$ cat config.mk
export PLATFORM = sky130hd
export DESIGN_NAME = pe_program_loader
export DESIGN_NICKNAME = d
export VERILOG_FILES = /design/src/rtl/pe_program_loader.sv
export SDC_FILE = /design/constraint.sdc
export NUM_CORES = 1
export LEC_CHECK = 0
export BUFFER_PORTS_ARGS = -buffer_cell sky130_fd_sc_hd__buf_2
export CORE_MARGIN = 4
export CORE_UTILIZATION = 43
export DETAILED_ROUTE_END_ITERATION = 10
export PLACE_DENSITY_LB_ADDON = 0.08
export SLEW_MARGIN = 20
export SYNTH_ARGS = -nofsm -noshare
export SYNTH_HDL_FRONTEND = slang
export SYNTH_SLANG_ARGS = --single-unit
$ cat constraint.sdc
create_clock -name clk -period 1.54 [get_ports clk]
set_input_delay 0.077 -clock clk [delete_from_list [all_inputs] [get_ports clk]]
set_output_delay 0.077 -clock clk [all_outputs]
set_load 0.02 [all_outputs]
$ cat src/rtl/pe_program_loader.sv
// Streams 32-bit instruction words into the PE instruction memory, then releases
// the PE for a fixed cycle budget and reports done (or error on an overlong load).
module pe_program_loader #(
  parameter int ADDR_W     = 6,
  parameter int DEPTH      = 64,
  parameter int RUN_CYCLES = 16
) (
  input  logic              clk,
  input  logic              rst,
  input  logic              start,
  input  logic              s_valid,
  output logic              s_ready,
  input  logic [31:0]       s_data,
  input  logic              s_last,
  output logic              imem_we,
  output logic [ADDR_W-1:0] imem_addr,
  output logic [31:0]       imem_wdata,
  output logic              pe_run,
  output logic              done,
  output logic              error,
  output logic [ADDR_W:0]   word_count
);

  localparam int CNT_W = (RUN_CYCLES > 1) ? $clog2(RUN_CYCLES) : 1;
  localparam logic [ADDR_W:0] LAST_IDX = (ADDR_W + 1)'(DEPTH - 1);
  localparam logic [CNT_W-1:0] RUN_LAST = (RUN_CYCLES > 0) ? CNT_W'(RUN_CYCLES - 1) : '0;

  typedef enum logic [2:0] {IDLE, LOAD, RUN, DONE, ERR} state_t;

  state_t            state_q, state_d;
  logic              s_ready_q, s_ready_d;
  logic              imem_we_q, imem_we_d;
  logic [ADDR_W-1:0] imem_addr_q, imem_addr_d;
  logic [31:0]       imem_wdata_q, imem_wdata_d;
  logic              pe_run_q, pe_run_d;
  logic              done_q, done_d;
  logic              error_q, error_d;
  logic [ADDR_W:0]   word_count_q, word_count_d;
  logic [CNT_W-1:0]  run_cnt_q, run_cnt_d;
  logic              handshake;

  assign handshake = s_valid & s_ready_q;

  // NOTE: next-state logic uses blocking assignments with every target defaulted
  // first, so no latch can be inferred; the flops below use non-blocking only.
  always_comb begin
    state_d      = state_q;
    s_ready_d    = s_ready_q;
    imem_we_d    = 1'b0;
    imem_addr_d  = imem_addr_q;
    imem_wdata_d = imem_wdata_q;
    pe_run_d     = pe_run_q;
    done_d       = done_q;
    error_d      = error_q;
    word_count_d = word_count_q;
    run_cnt_d    = run_cnt_q;

    case (state_q)
      IDLE, DONE, ERR: begin
        if (start) begin
          state_d      = LOAD;
          s_ready_d    = 1'b1;
          word_count_d = '0;
          done_d       = 1'b0;
          error_d      = 1'b0;
        end
      end
      LOAD: begin
        if (handshake) begin
          imem_we_d    = 1'b1;
          imem_addr_d  = word_count_q[ADDR_W-1:0];
          imem_wdata_d = s_data;
          word_count_d = word_count_q + 1'b1;
          // s_last wins over overflow on the final-capacity beat
          if (s_last) begin
            state_d   = RUN;
            s_ready_d = 1'b0;
            pe_run_d  = 1'b1;
            run_cnt_d = '0;
          end else if (word_count_q == LAST_IDX) begin
            state_d   = ERR;
            s_ready_d = 1'b0;
            error_d   = 1'b1;
          end
        end
      end
      RUN: begin
        if (RUN_CYCLES != 0 && run_cnt_q == RUN_LAST) begin
          state_d  = DONE;
          pe_run_d = 1'b0;
          done_d   = 1'b1;
        end else begin
          run_cnt_d = run_cnt_q + 1'b1;
        end
      end
      default: state_d = IDLE;
    endcase
  end

  always_ff @(posedge clk) begin
    if (rst) begin
      state_q      <= IDLE;
      s_ready_q    <= 1'b0;
      imem_we_q    <= 1'b0;
      imem_addr_q  <= '0;
      imem_wdata_q <= '0;
      pe_run_q     <= 1'b0;
      done_q       <= 1'b0;
      error_q      <= 1'b0;
      word_count_q <= '0;
      run_cnt_q    <= '0;
    end else begin
      state_q      <= state_d;
      s_ready_q    <= s_ready_d;
      imem_we_q    <= imem_we_d;
      imem_addr_q  <= imem_addr_d;
      imem_wdata_q <= imem_wdata_d;
      pe_run_q     <= pe_run_d;
      done_q       <= done_d;
      error_q      <= error_d;
      word_count_q <= word_count_d;
      run_cnt_q    <= run_cnt_d;
    end
  end

  assign s_ready    = s_ready_q;
  assign imem_we    = imem_we_q;
  assign imem_addr  = imem_addr_q;
  assign imem_wdata = imem_wdata_q;
  assign pe_run     = pe_run_q;
  assign done       = done_q;
  assign error      = error_q;
  assign word_count = word_count_q;

endmodule

==> flow_summary.yaml, run 1 <==
outcome:
  status: "finished, violations left"
  violations: "setup timing"
worst_setup_path:
  path_buf_inv: 0
  startpoint: "state_q[0]"
  critPathKind: "reg2reg"
  r2r_cells: 4
  crit_path_max_incr_delay_ns: 0.39
  path_delay_family: "simple AND/OR/NAND/NOR gates"
  critical_path_cell_count: 4
  worst_ep_arrival_time_ns: 1.79
  critPathCapture: "word_count[5]"
  crit_fanout: 9
  end_kind: "flip-flop"
  crit_chain: "or3b_4 > and2_4 > a211oi_4 > mux2_4"
  r2r_end: "word_count[5]"
  cp.required_ns: 1.75
  reg2reg_slack_ns: -0.04
  slowest_stage: "or3b_4"
  crit_path_start_kind: "flip-flop"
  rr_startpoint: "state_q[0]"
floorplanning:
  design.core.area_mm2: 0.00511
  chipHeight_um: 80.6
  num_io_pins: 87
  die_area_mm2: 0.00650
  start_util: 0.444
  num_rows: 26
  die_w_um: 80.6
timing:
  setup_viol: 3
  drv_slew: 0
  slew_headroom: 0.672
  layout_setup_ws_ns: -0.0405
  rsz0062_at_grt: "true"
  fin_crit_sh: 1.03
  max_freq_mhz: 633
  hold_slack_ns: 0.0998
  clock_skew_ns: 0.00562
  worst-slew-pin-transition_ns: 0.492
  hold_violations: 0
  period_minus_slack_ns: 1.58
layout:
  nets: 464
  drive_gt1_frac: 0.376
  antenna_cells: 0
  layout_common_cells: "86 x nand2_1, 86 x buf_2, 52 x dfxtp_1, 46 x a21oi_1, 32 x dlygate4sd3_1"
  area_delta_synth_final_pct: 64.2
  utilization: 0.729
clock_tree:
  cts_root_buffer: "clkbuf_8"
  clock-sinks: 57
  cts_buffers: 9
  htreeDepth: 3
  cts_tree: "built"
  clockBufferDepth: 2
  clk_pin_slew_worst_paths_ns: 0.06
  worstSkewPairLatency_ns: 0.33
pwr:
  power_density_mw_per_mm2: 971
  vdd_drop_max_v: 0.000539
  power_leakage_uw: 0.00162
  fin_total_pwr_uw: 3620
synthesis:
  ys_seq_elements: 57
  synth_top_cell_by_area: "dfxtp_1"
  yosysUniqueCellTypes: 39
  synthCells: 274
  synth_area_leaders: "dfxtp_1 50%, nand2_1 14%, a21oi_1 10%"
  netlist_area_mm2: 0.00227
  async_flop_share: 0
  yosysWarnings: 0
  syn_avg_cell_area_um2: 8.27
  synth_seq_area_share: 0.503
  synth_nets: 313
  yosys_most_used_dff: "dfxtp_1"
  synth_edf_count: 0
  yosys.area.top_type_share: 0.503
drt:
  ant_nets: 0
  wl_per_cell_um: 13.5
  drc: 0
  vias: 2431
  dr.pass1.iters: 4
  drt_wl_total_mm: 6.73
  via_per_inst: 4.88
  drt_iter0_drc: 102
min_path:
  hp-class: "in2reg"
placement:
  hpwl_mm: 3.99
  numPortBuffers: 86
  gp_congestion: 0.836
global_routing:
  overflow: 0
  groute.usage.overall: 0.201
  grt_pass1_wl_mm: 10.0
  grt_max_degree: 47
  grt_antenna_before_repair: 0
  grt_pass1_vias: 2255
run:
  cap_violations: 0
[registers in the layout (all words and copies together), names as in the netlist]
name and count:
s_ready 1, imem_addr 6, imem_we 1, word_count 7, state_q 3, done 1
pe_run 1, imem_wdata 32, error 1, run_cnt_q 4
[repair_timing]
item / 4_1_cts / 5_1_grt
gates cloned: 0 / 3
setup buffers: 1 / 5
setup endpoints to repair: 24 / 44
pin swaps: 1 / 8
gates resized for setup: 7 / 14
hold buffers: 32 / 0
endpoints found under the hold margin: 32 / 0
[metal layers]
metal | part of all wire | track usage
met1 | 0.41 | 0.238
met2 | 0.51 | 0.332
met3 | 0.065 | 0.0538
met4 | 0.017 | 0.101
met5 | 0 | 0
[layout make-up]
class,instances,area [µm²]
Fill cell,404,1380
Sequential cell,57,1150
Timing Repair Buffer,156,1140
Multi-Input combinational cell,195,1100
Clock buffer,11,151
Tap cell,70,87.6
Clock inverter,3,65.1
Inverter,6,22.5
[tightest hold or removal path, delay by kind of cell]
family | cells | cell delay [ns]
AND/OR/NAND/NOR | 2 | 0.12
AO/OA/AOI/OAI | 1 | 0.08
buffers and inverters | 1 | 0.10
[synth_stat cells (2+ instances only)]
master,instances
a2111o_1,3
a211oi_1,2
a21oi_1,47
a221oi_1,2
and3_1,2
buf_2,5
buf_6,2
clkbuf_1,9
dfxtp_1,57
ha_1,2
inv_1,6
nand2_1,86
nand2b_1,2
nand3_1,8
nor2_1,7
nor2b_1,2
nor3_1,2
nor3b_2,2
o2111ai_1,3
o21ai_0,4
or3_1,3
[how the worst min path moves through the flow]
stage,from,to,slack [ns],cells after the start
floorplan,s_data[0],imem_wdata[0],0.21,2
global placement,s_data[9],imem_wdata[9],0.32,3
detailed placement,s_data[8],imem_wdata[8],0.32,3
CTS,s_last,s_ready,0.10,4
global route,s_last,s_ready,0.14,4
finish,s_last,s_ready,0.1,4
[cell families (layout without fill, tap and decap cells)]
family | count (synthesis) | count (layout) | synth area share
flops | 57 | 57 | 0.503
compound gates | 69 | 69 | 0.185
fa+ha+maj | 2 | 2 | 0.0110
simple gates | 121 | 121 | 0.242
xor+xnor | 1 | 1 | 0.00386
buf+inv | 22 | 176 | 0.0458
mux | 2 | 2 | 0.00938
[through the flow]
stage / std cells / area [µm²] / setup slack [ns] / setup TNS (ns)
final: 498 / 3720 / -0.0405 / -0.0821
after global routing: 498 / 3720 / -0.0821 / -0.344
after CTS: 490 / 3540 / -0.0248 / -0.0468
after detailed placement: 443 / 2970 / -0.0900 / -0.537
after global placement: 443 / 2970 / -0.0546 / -0.267
after floorplan: 274 / 2280 / -0.0288 / -0.113
[report_power, final]
part | internal [µW] | switching (µW) | total, µW
logic | 280 | 253 | 534
clock network | 978 | 555 | 1530
registers | 1510 | 35.1 | 1550
total | 2770 | 843 | 3620
(Power assumes the default switching activity.)
==> inputs of run 2 (changes only) <==
--- a/config.mk
+++ b/config.mk
@@ -7,8 +7,9 @@
 export LEC_CHECK = 0
 export BUFFER_PORTS_ARGS = -buffer_cell sky130_fd_sc_hd__buf_2
 export CORE_MARGIN = 4
-export CORE_UTILIZATION = 43
+export CORE_UTILIZATION = 52
 export DETAILED_ROUTE_END_ITERATION = 10
+export MAX_ROUTING_LAYER = met4
 export PLACE_DENSITY_LB_ADDON = 0.08
 export SLEW_MARGIN = 20
 export SYNTH_ARGS = -nofsm -noshare
==> constraint.sdc (replaced) <==
create_clock -name clk -period 2 [get_ports clk]
set_input_delay 0.1 -clock clk [delete_from_list [all_inputs] [get_ports clk]]
set_output_delay 0.1 -clock clk [all_outputs]
set_load 0.02 [all_outputs]
==> flow_summary.yaml, run 2 (synthesis results as in run 1) <==
placement:
  gp_congestion: 0.865
  hpwl_mm: 3.70
  place_area_mm2: 0.00274
  numPortBuffers: 86
pwr:
  vdd_drop_max_v: 0.000542
  fin_total_pwr_uw: 2470
  power_density_mw_per_mm2: 766
  switching_power_uw: 617
  switching_share: 0.250
  power_leakage_uw: 0.00139
  p_comb_frac: 0.126
  pwr-share-clk: 0.392
  p_seq_frac: 0.482
  p_int_uw: 1850
timing:
  period_minus_slack_ns: 1.76
  worst-slew-pin-transition_ns: 0.491
  setup_tns_ns: 0
  hold_violations: 0
  rsz0062_at_grt: "false"
  clock_skew_ns: 0.00913
  fin_crit_sh: 0.881
  slew_headroom: 0.673
  setup_viol: 0
  drv_slew: 0
  max_freq_mhz: 568
worst_setup_path:
  worst_ep_arrival_time_ns: 1.99
  crit_chain: "or3b_4 > and2_4 > a211oi_1 > mux2_2"
  crit_fanout: 14
  crit_path_start_kind: "flip-flop"
  slowest_stage: "or3b_4"
  end_kind: "flip-flop"
  path_buf_inv: 0
  crit_path_max_incr_delay_ns: 0.42
  cp.required_ns: 2.22
  critPathKind: "reg2reg"
  path_delay_family: "simple AND/OR/NAND/NOR gates"
floorplanning:
  start_util: 0.551
  num_rows: 23
  num_io_pins: 87
  chipHeight_um: 74.0
  design.core.area_mm2: 0.00412
  die_w_um: 74.0
  die_area_mm2: 0.00548
clock_tree:
  hold_buffers: 30
  cts_buffers: 9
  htreeDepth: 3
  worstSkewPairLatency_ns: 0.33
  cts_root_buffer: "clkbuf_8"
  clk_pin_slew_worst_paths_ns: 0.06
  cts_tree: "built"
  clockBufferDepth: 2
  postCtsSetupBuffers: 0
  ctsResizeCount: 0
  clock-sinks: 57
outcome:
  status: "complete, no violations"
drt:
  drt_iter0_drc: 129
  drt_wl_total_mm: 6.06
  drc: 0
  via_per_inst: 5.22
  ant_nets: 0
  dr.pass1.iters: 4
  vias: 2322
  wl_per_cell_um: 13.6
layout:
  multi_input_area_mm2: 0.00102
  largest_register_ffs: 32
  layout_common_cells: "86 x nand2_1, 86 x buf_2, 57 x dfxtp_1, 47 x a21oi_1, 30 x dlygate4sd3_1"
  area_delta_synth_final_pct: 42.1
  seqCellArea_mm2: 0.00114
  finalInstanceArea_mm2: 0.00322
  drive_gt1_frac: 0.294
  nets: 430
  antenna_cells: 0
  utilization: 0.783
  fillers: 299
global_routing:
  overflow: 0
  grt_antenna_before_repair: 0
  grt_max_degree: 47
  groute.usage.overall: 0.245
  grt_pass1_wl_mm: 9.96
  grt_pass1_vias: 2200
min_path:
  hp-class: "in2reg"
run:
  cap_violations: 0
-- run 2: worst paths after layout --
| path | from | end | slack, ns | cells past startpoint |
|---|---|---|---|---|
| hold / removal | s_data[18] | imem_wdata[18] | 0.02 | 3 |
| setup / recovery | state_q[1] | word_count[5] | 0.24 | 4 |
| setup reg to reg | state_q[1] | word_count[5] | 0.24 | 4 |
| hold reg to reg | imem_wdata[3] | imem_wdata[3] | 0.45 | 2 |
-- run 2: per-stage QoR --
stage	hold slack, ns	cells	worst slack [ns]
5_1_grt	0.0172	445	0.130
2_1_floorplan	0.236	274	0.319
3_3_place_gp	0.340	400	0.307
6_report	0.0180	445	0.238
3_5_place_dp	0.346	400	0.248
4_1_cts	0.00706	445	0.243
-- run 2: area by class of cell --
class                           instances  share of cell area
Sequential cell                        57               0.354
Multi-Input combinational cell        195               0.318
Timing Repair Buffer                  122               0.245
Clock buffer                           13              0.0524
Tap cell                               50              0.0194
Inverter                                6             0.00699
Clock inverter                          2             0.00389
-- run 2: worst reg2reg max path, delay by kind of cell (launching register included) --
family / cells / cell delay (ns)
AND/OR/NAND/NOR: 2 / 0.63
flip-flops: 1 / 0.39
multiplexers: 1 / 0.36
AO/OA/AOI/OAI: 1 / 0.27
-- run 2: power by group through the flow --
stage               registers (µW)  logic [µW]  clock network (µW)
CTS                           1190         308                 997
finish                        1190         310                 968
detailed placement            1210         262                   0
global route                  1190         342                1030
floorplan                     1240         142                   0
global placement              1210         261                   0
-- run 2: per-layer routing --
metal | GRT usage | vias up | wire [µm]
met4 | 0.109 | 0 | 99
met5 | - | - | 0
li1 | - | 1171 | -
met3 | 0.0811 | 13 | 438
met2 | 0.402 | 62 | 3000
met1 | 0.270 | 1076 | 2520
